$ cat config.mk
export PLATFORM = sky130hd
export DESIGN_NAME = turn_controller
export DESIGN_NICKNAME = d
export VERILOG_FILES = /design/src/rtl/turn_controller.sv
export SDC_FILE = /design/constraint.sdc
export NUM_CORES = 1
export LEC_CHECK = 0
export BUFFER_PORTS_ARGS = -buffer_cell sky130_fd_sc_hd__buf_4
export CAP_MARGIN = 5
export CORE_MARGIN = 4
export CORE_UTILIZATION = 50
export DETAILED_ROUTE_END_ITERATION = 16
export HOLD_SLACK_MARGIN = 0.12
export PLACE_DENSITY = 0.75
export SLEW_MARGIN = 25
export SYNTH_ARGS = -nofsm -noshare
export SYNTH_HDL_FRONTEND = slang
export SYNTH_SLANG_ARGS = --single-unit
$ cat constraint.sdc
create_clock -name clk -period 4.9 [get_ports clk]
set_clock_uncertainty 0.2 [all_clocks]
set_input_delay 0.98 -clock clk [delete_from_list [all_inputs] [get_ports clk]]
set_output_delay 0.98 -clock clk [all_outputs]
set_load 0.01 [all_outputs]
$ cat src/rtl/turn_controller.sv
// ============================================================================
// turn_controller : one-turn control FSM for the card-matching game datapath
// Revision        : 1.0
// ============================================================================
`default_nettype none

module turn_controller #(
  parameter int REVEAL_CYCLES = 50000000,
  parameter int CNT_W         = 26,
  parameter int NUM_CARDS     = 12
) (
  input  logic       clk,
  input  logic       rst,
  input  logic       start,
  input  logic       sel_btn,
  input  logic       ok_btn,
  input  logic       go,
  input  logic       W,
  output logic [3:0] position_data,
  output logic       A,
  output logic       B,
  output logic       statecombo_next_turn,
  output logic       reveal,
  output logic       winner,
  output logic [3:0] state
);

  typedef enum logic [3:0] {
    S_IDLE       = 4'd0,
    S_SELECT     = 4'd1,
    S_REVEAL     = 4'd2,
    S_CHECK_REQ  = 4'd3,
    S_CHECK_WAIT = 4'd4,
    S_MOVE       = 4'd5,
    S_WIN_CHECK  = 4'd6,
    S_NEXT       = 4'd7,
    S_GAMEOVER   = 4'd8
  } state_t;

  localparam logic [CNT_W-1:0] C_REVEAL_LAST = CNT_W'(REVEAL_CYCLES - 1);
  localparam logic [3:0]       C_LAST_CARD   = 4'(NUM_CARDS - 1);

  state_t           state_q;
  logic [3:0]       pos_q;
  logic [CNT_W-1:0] timer_q;
  logic             a_q, b_q, nt_q, reveal_q, winner_q;
  logic             start_prev_q, sel_prev_q, ok_prev_q;

  logic       start_ev, sel_ev, ok_ev;
  logic [3:0] pos_inc;

  assign start_ev = start   & ~start_prev_q;
  assign sel_ev   = sel_btn & ~sel_prev_q;
  assign ok_ev    = ok_btn  & ~ok_prev_q;
  assign pos_inc  = (pos_q == C_LAST_CARD) ? 4'd0 : pos_q + 4'd1;

  // Previous-value registers reset high so a button held across reset is not an event.
  always_ff @(posedge clk or posedge rst) begin
    if (rst) begin
      state_q      <= S_IDLE;
      pos_q        <= 4'd0;
      timer_q      <= '0;
      a_q          <= 1'b0;
      b_q          <= 1'b0;
      nt_q         <= 1'b0;
      reveal_q     <= 1'b0;
      winner_q     <= 1'b0;
      start_prev_q <= 1'b1;
      sel_prev_q   <= 1'b1;
      ok_prev_q    <= 1'b1;
    end else begin
      start_prev_q <= start;
      sel_prev_q   <= sel_btn;
      ok_prev_q    <= ok_btn;
      a_q          <= 1'b0;
      b_q          <= 1'b0;
      nt_q         <= 1'b0;
      case (state_q)
        S_IDLE: begin
          if (start_ev) begin
            state_q <= S_SELECT;
            pos_q   <= 4'd0;
          end
        end
        S_SELECT: begin
          if (ok_ev) begin
            state_q  <= S_REVEAL;
            timer_q  <= '0;
            reveal_q <= 1'b1;
          end else if (sel_ev) begin
            pos_q <= pos_inc;
          end
        end
        S_REVEAL: begin
          if (timer_q == C_REVEAL_LAST) begin
            state_q  <= S_CHECK_REQ;
            reveal_q <= 1'b0;
            a_q      <= 1'b1;
          end else begin
            timer_q <= timer_q + CNT_W'(1);
          end
        end
        S_CHECK_REQ: state_q <= S_CHECK_WAIT;
        S_CHECK_WAIT: begin
          if (go) begin
            state_q <= S_MOVE;
            b_q     <= 1'b1;
          end else begin
            state_q <= S_NEXT;
            nt_q    <= 1'b1;
          end
        end
        S_MOVE: state_q <= S_WIN_CHECK;
        S_WIN_CHECK: begin
          if (W) begin
            state_q  <= S_GAMEOVER;
            winner_q <= 1'b1;
          end else begin
            state_q <= S_SELECT;
          end
        end
        S_NEXT: begin
          state_q <= S_SELECT;
          pos_q   <= 4'd0;
        end
        S_GAMEOVER: begin
          if (start_ev) begin
            state_q  <= S_IDLE;
            winner_q <= 1'b0;
          end
        end
        default: begin
          state_q  <= S_IDLE;
          pos_q    <= 4'd0;
          timer_q  <= '0;
          reveal_q <= 1'b0;
          winner_q <= 1'b0;
        end
      endcase
    end
  end

  assign position_data        = pos_q;
  assign A                    = a_q;
  assign B                    = b_q;
  assign statecombo_next_turn = nt_q;
  assign reveal               = reveal_q;
  assign winner               = winner_q;
  assign state                = state_q;

endmodule

`default_nettype wire

[Yosys cells after proc, flatten, opt, wreduce, memory -nomap -nowiden]
Index checks and enable logic that the tools add are counted.
Storage, ports and cells
  register bits after elaboration: 42
  input bits: 7
  output and inout port bits: 13
  logic and storage cells: 75
Operators by class
  add/subtract/negate cells: 2
  equality and inequality tests: 18
  mux-type cells: 26
  bitwise gates (word level): 9
  reductions and logical operators: 9
Operators by type and width (number)
  $pmux 26 s3: 1
  $mux 26: 2
  $pmux 4 s9: 1
  $mux 4: 8
  $add 26x1->26 const B: 1
  $eq 26x26->1 const B: 1
  $eq 4x3->1 const B: 4
  $ne 2x2->1 const B: 8
  $reduce_or 7->1: 2
  $pmux 4 s3: 1
  $mux 1: 10
  $reduce_and 3->1: 3
  $eq 4x2->1 const B: 2
  $eq 4x4->1 const B: 2
  $reduce_and 4->1: 2
  $not 1->1: 6
  $pmux 1 s3: 2
  $reduce_or 6->1: 1
  $add 4x1->4 const B: 1
  $eq 4x1->1 const B: 1
  $logic_not 4->1: 1
  $and 1x1->1: 3
  $mux 2: 1

[Logic depth before layout (Yosys ltp)]
Gate-level depths: netlist of run 1.
  depth in word-level cells: 5
  mapped depth: 8
  mapped depth without buffers: 6

[Worst setup path before layout of run 1]
No wires, ideal clock.
  path kind: in2reg
  start point: input port ok_btn
  end point: register pos_q[3] (netlist: position_data[3])
  setup time: 0.126 ns
  arrival time: 2.036 ns
  data required time: 4.574 ns
  slack: 2.538 ns
  stages: 6
  path buffers: 1
  path through: nor2b_1 o31ai_1 or3_1 clkbuf_2 mux2i_1 nand3_1
On the way
  longest elaborated chain between the ends: 3
RTL lines
  start, declared: line 16  | input logic ok_btn,
  $and 1x1->1: line 54  | assign ok_ev = ok_btn & ~ok_prev_q;
  $ne 2x2->1 (no source line)
  $reduce_and 4->1 (no source line)
  end signal, assigned: line 91  | pos_q <= pos_inc;
  end, declared: line 44  | logic [3:0] pos_q;
No other way between the ends.
A chain may end at the register's enable or synchronous reset.

[Final worst setup path of run 1]
  start point: register state_q[0] (netlist: state[0])
  end point: output port state[0]
RTL lines
  start, declared: line 43  | state_t state_q;
  start signal, assigned: line 60  | state_q <= S_IDLE;
  start signal, assigned: line 81  | state_q <= S_SELECT;
  start signal, assigned: line 87  | state_q <= S_REVEAL;
  end, declared: line 25  | output logic [3:0] state
No word-level cell between the ends.

==> impl_metrics.toml, run 1 <==
[critical_path]
max_stage_delay_ns = 0.68
reg2reg_depth = 5
cpLargestDelayFamily = "flip-flops"
crit_path_max_fanout = 17
critPathSlowestCell = "dfrtp_1"
reg2reg_slack_ns = 2.61
required_ns = 3.72
cp.depth = 1
cp.arrival_ns = 1.20
cp-start-kind = "register"
r2r_start = "state[0]"
r2r-end = "reveal"
cp_num_buf_inv = 1
end_kind = "primary output"
crit_chain = "buf_4"
path_class = "register to primary output"

[cells_and_area]
final_common_cell = "dfrtp_1"
num_antenna_cells = 0
drive_above_1_share = 0.164
finalNetCount = 283
area_growth_pct = 10.5
post-route-util = 0.586
mostFrequentLayoutCells = "dfrtp_1 (39), o21ai_0 (28), nand2_1 (26), buf_4 (20)"

[global_route]
grt_max_degree = 34
first_global_vias = 1895
grt_pass1_wl_microns = 8850
grt_use_total = 0.182
antenna_found_initial = 0
overflow = 0

[sta]
slew_headroom = 0.480
drv_slew = 0
whs_ns = 0.315
finalSetupViolCount = 0
fin_crit_ns = 2.38
finalHoldViolations = 0
max_clock_freq_mhz = 420
tightest_slew_ns = 0.769
setup_tns_ns = 0
rsz0062_at_grt = "no"
period_share = 0.486

[die]
die_w_microns = 76.9
dieArea_sq_mm = 0.00592
initial_core_util = 0.531
core_sq_mm = 0.00447
core.rowCount = 24
dieHeight_microns = 76.9
pin_count = 20

[run_status]
status = "complete, no violations"

[min_path]
hold_start = "timer_q[22]"
holdPathStages = 1
whs_endpoint = "timer_q[22]"
hp-class = "register to register"

[drt]
post_drt_wl_per_cell_microns = 15.2
drtIter0Drc = 116
drtPass1Iterations = 4
route.detailed.drc = 0
vias = 2012
ant_nets = 0
drt-total-wl_microns = 4960
avgViaCountPerCell = 6.15

[power]
seqPwrFrac = 0.452
switching_share = 0.410
clock_power_share = 0.199
p_int_mw = 0.670
totalPowerFinal_mw = 1.14
pwr_density_cell_mw_per_mm2 = 433
p_sw_mw = 0.465
ir_drop_uv = 296
p_comb_frac = 0.349
p_leak_nw = 1.14

[yosys]
synthMuxAreaShare = 0.00421
synth_edf_count = 0
ys_ff_latch = 42
synth_top_family_by_area = "simple AND/OR/NAND/NOR gates"
syn_nets = 271
synthXorXnorAreaFrac = 0.00369
synth_fa_ha_area_frac = 0.0105
async_flop_share = 1.00
syn_area_per_cell_sq_um = 9.06
syn_area_sq_mm = 0.00237
synth_compound_area_frac = 0.227
ys_seq_area_frac = 0.444
synth_flop_cell = "dfrtp_1"
synth-simple-area-share = 0.268
ys_types = 58
synth-warning-count = 0
syn_inst = 262

[placed_design]
routabilityCongestion = 0.802
dp_hpwl_microns = 3450
port_buffers = 19

[cts]
ctsHoldBuffers = 0
numCtsBuffers = 5
clk_latency_ns = 0.30
clk_pin_slew_ns = 0.09
cts_resized = 0
cts.path.max_buffers = 2
root_buffer = "clkbuf_8"
tritoncts = "yes"
cts_setup_buffers = 0
htree_levels = 2
cts_sinks = 42

[run]
maxCapViolCount = 0
## layer usage
metal	part of all wire	routed length [microns]	GRT usage
met2	0.47	2330	0.295
met4	0.0077	38	0.0399
met5	0	0	0
met3	0.047	231	0.0492
met1	0.48	2360	0.243
## cell usage after synthesis, drive strengths merged (2+ instances only)
master | n | area [sq um]
dfrtp | 39 | 976
o21ai | 28 | 140
nand2 | 27 | 101
a21oi | 18 | 90.1
nor2 | 18 | 67.6
nand3 | 17 | 115
clkbuf | 9 | 36.3
inv | 9 | 33.8
nand4 | 7 | 50.1
nor3 | 7 | 62.6
nor4 | 7 | 58.8
o31ai | 7 | 52.6
buf | 6 | 31.3
a31oi | 5 | 37.5
and3 | 5 | 32.5
a41oi | 4 | 35.0
nor2b | 4 | 25.0
and4 | 3 | 27.5
dfstp | 3 | 78.8
nand2b | 3 | 18.8
o41ai | 3 | 26.3
or3 | 3 | 18.8
a211o | 2 | 18.8
a32oi | 2 | 17.5
and2 | 2 | 12.5
ha | 2 | 25.0
nand3b | 2 | 15.0
o21bai | 2 | 15.0
o22a | 2 | 17.5
## state kept, by name (all words and copies together) (netlist names)
| name | cells |
|---|---|
| position_data | 4 |
| winner | 1 |
| sel_prev_q | 1 |
| state | 4 |
| start_prev_q | 1 |
| statecombo_next_turn | 1 |
| timer_q | 26 |
| ok_prev_q | 1 |
| reveal | 1 |
| B | 1 |
| A | 1 |
## stage by stage
step                      cell area [sq um]  instances  setup WS [ns]
after global placement                 2520        319           2.05
after CTS                              2620        327           2.25
after global routing                   2620        327           2.39
final                                  2620        327           2.52
after floorplan                        2370        262           2.54
after detailed placement               2530        319           2.25
## worst max path at each step
stage                     startpoint                to
after floorplan               ok_btn  position_data[3]
final                       state[0]          state[0]
after CTS                   state[0]            reveal
after global placement        ok_btn        timer_q[3]
after global routing        state[0]            reveal
after detailed placement      ok_btn  position_data[3]
## power groups by stage
stage               logic (mW)  registers [mW]  clock network, mW
finish                   0.396           0.513              0.226
global route             0.453           0.528              0.250
CTS                      0.402           0.512              0.230
detailed placement       0.401           0.519                  0
global placement         0.388           0.516                  0
floorplan                0.312           0.485                  0
## area by class of cell
class | count | area (sq um)
fill | 405 | 1850
sequential | 42 | 1050
clock buffer | 5 | 68.8
timing repair buffer | 20 | 150
tap | 52 | 65.1
multi-input combinational | 196 | 1230
inverter | 9 | 33.8
clock inverter | 3 | 21.3
## logic make-up (layout without fill, tap and decap cells)
logic type | count (synthesis) | in the layout
flip-flops | 42 | 42
AO/OA/AOI/OAI | 83 | 83
adder cells (fa/ha/maj) | 2 | 2
buffers and inverters | 24 | 37
multiplexers | 1 | 1
XOR/XNOR | 1 | 1
AND/OR/NAND/NOR | 109 | 109
No activity file was read; power rests on OpenSTA's default activity.
==> run 2: changes to the inputs <==
- clock period: 4.9 -> 2.25 ns (I/O delays scaled with it)
==> run 2 against run 1 <==
  * Combinational power grew to 2.8 times the previous value
  * Flip-flop and latch count stayed put
  * Total power rose by 130%
  * Global-route usage increased by 0.39 points
  * Largest power group is now combinational logic
==> impl_metrics.toml, run 2 (synthesized netlist as in run 1, its figures left out) <==
[power]
pwr_density_cell_mw_per_mm2 = 938
totalPowerFinal_mw = 2.59
p_leak_nw = 1.22
ir_drop_uv = 620

[drt]
drtPass1Iterations = 4
post_drt_wl_per_cell_microns = 15.3
ant_nets = 0
drtIter0Drc = 100
drt-total-wl_microns = 5230
route.detailed.drc = 0
avgViaCountPerCell = 6.19
vias = 2123

[global_route]
grt_max_degree = 43
overflow = 0
grt_use_total = 0.186
antenna_found_initial = 0
first_global_vias = 1960
grt_pass1_wl_microns = 9020

[placed_design]
dp_hpwl_microns = 3580
dp.cells = 330
placed_cell_area_sq_mm = 0.00262
place_ws_ns = 0.165
port_buffers = 19
routabilityCongestion = 0.868

[cells_and_area]
layout.cells.non_filler = 343
largest_reg_flops = 26
final_common_cell = "dfrtp_1"
num_antenna_cells = 0
finalNetCount = 300
regMostFlops = "timer_q"
post-route-util = 0.616
nFillCells = 397
area_growth_pct = 16.1
final_area_sq_mm = 0.00276
drive_above_1_share = 0.186
mostFrequentLayoutCells = "dfrtp_1 (39), buf_4 (31), o21ai_0 (28), nand2_1 (27)"

[critical_path]
crit_path_max_fanout = 7
path_class = "input pin to register"
cpLargestDelayFamily = "simple AND/OR/NAND/NOR gates"
max_stage_delay_ns = 0.56
critPathSlowestCell = "dlygate4sd3_1"
required_ns = 2.22
cp-start-kind = "input pin"
crit_chain = "dlygate4sd3_1 > buf_4 > nor2b_1 > and3_1 > or3_4 > mux2i_1 > nand3_1"
cp.arrival_ns = 2.13
cp_num_buf_inv = 2
end_kind = "register"

[sta]
finalSetupViolCount = 0
whs_ns = 0.229
drv_slew = 0
max_clock_freq_mhz = 463
fin_crit_ns = 2.16
tightest_slew_ns = 0.534
finalHoldViolations = 0
rsz0062_at_grt = "no"
slew_headroom = 0.644
period_share = 0.959
setup_tns_ns = 0
layout_setup_ws_ns = 0.0923

[run]
maxCapViolCount = 0

[cts]
numCtsBuffers = 5
root_buffer = "clkbuf_8"
cts.path.max_buffers = 2
htree_levels = 2
cts_sinks = 42
clk_latency_ns = 0.29
tritoncts = "yes"
clk_pin_slew_ns = 0.07

[die]
initial_core_util = 0.531
core_sq_mm = 0.00447
dieArea_sq_mm = 0.00592
die_w_microns = 76.9
core.rowCount = 24
dieHeight_microns = 76.9
pin_count = 20

[run_status]
status = "complete, no violations"

[min_path]
hp-class = "input pin to register"
-- run 2: cell count changes in the layout (fill, tap and decap cells not counted), sizes merged --
cell         change
buf             +12
clkbuf           +2
clkinv           -2
clkinvlp         -1
dlygate4sd3      +5
-- run 2: power breakdown --
part	internal (mW)	switching, mW	leakage [nW]	total [mW]
clock	0.214	0.238	0.0383	0.452
sequential	0.890	0.156	0.562	1.05
combinational	0.471	0.617	0.620	1.09
-- run 2: routing by layer --
| layer | track usage | part of all wire | vias to the layer above |
|---|---|---|---|
| met2 | 0.315 | 0.48 | 53 |
| li1 | - | - | 1036 |
| met4 | 0.0725 | 0.018 | 0 |
| met5 | 0 | 0 | - |
| met1 | 0.231 | 0.45 | 1026 |
| met3 | 0.0386 | 0.051 | 8 |
-- run 2: cell type report --
cell class	instances	area, sq um	area share
Clock buffer	7	76.3	0.0277
Inverter	9	33.8	0.0123
Sequential cell	42	1050	0.383
Tap cell	52	65.1	0.0236
Timing Repair Buffer	37	303	0.110
Multi-Input combinational cell	196	1220	0.444
-- run 2: worst register-to-register path: stages (launching register included) --
cell,delay (ns)
dfrtp_1,0.41
ha_1,0.25
nand4_1,0.10
buf_4,0.17
nor3_4,0.31
nand2_1,0.16
o41ai_1,0.33
-- run 2: path summary, 6_finish.rpt --
| kind | start | to | slack (ns) | cells after the start |
|---|---|---|---|---|
| max in group asynchronous | rst | ok_prev_q | 0.82 | 4 |
| hold reg to reg | winner | winner | 0.31 | 1 |
| hold / removal | W | winner | 0.23 | 2 |
| min in group asynchronous | rst | timer_q[18] | 0.66 | 4 |
| setup / recovery | start | position_data[3] | 0.09 | 7 |
| setup reg to reg | timer_q[0] | timer_q[20] | 0.21 | 6 |
-- run 2: repair_timing --
| item | in CTS | in global routing |
|---|---|---|
| endpoints found under the hold margin | 43 | 0 |
| buffers inserted | 0 | 1 |
| hold buffers | 5 | 0 |
| setup endpoints to repair | 0 | 6 |
| gates resized for setup | 0 | 1 |
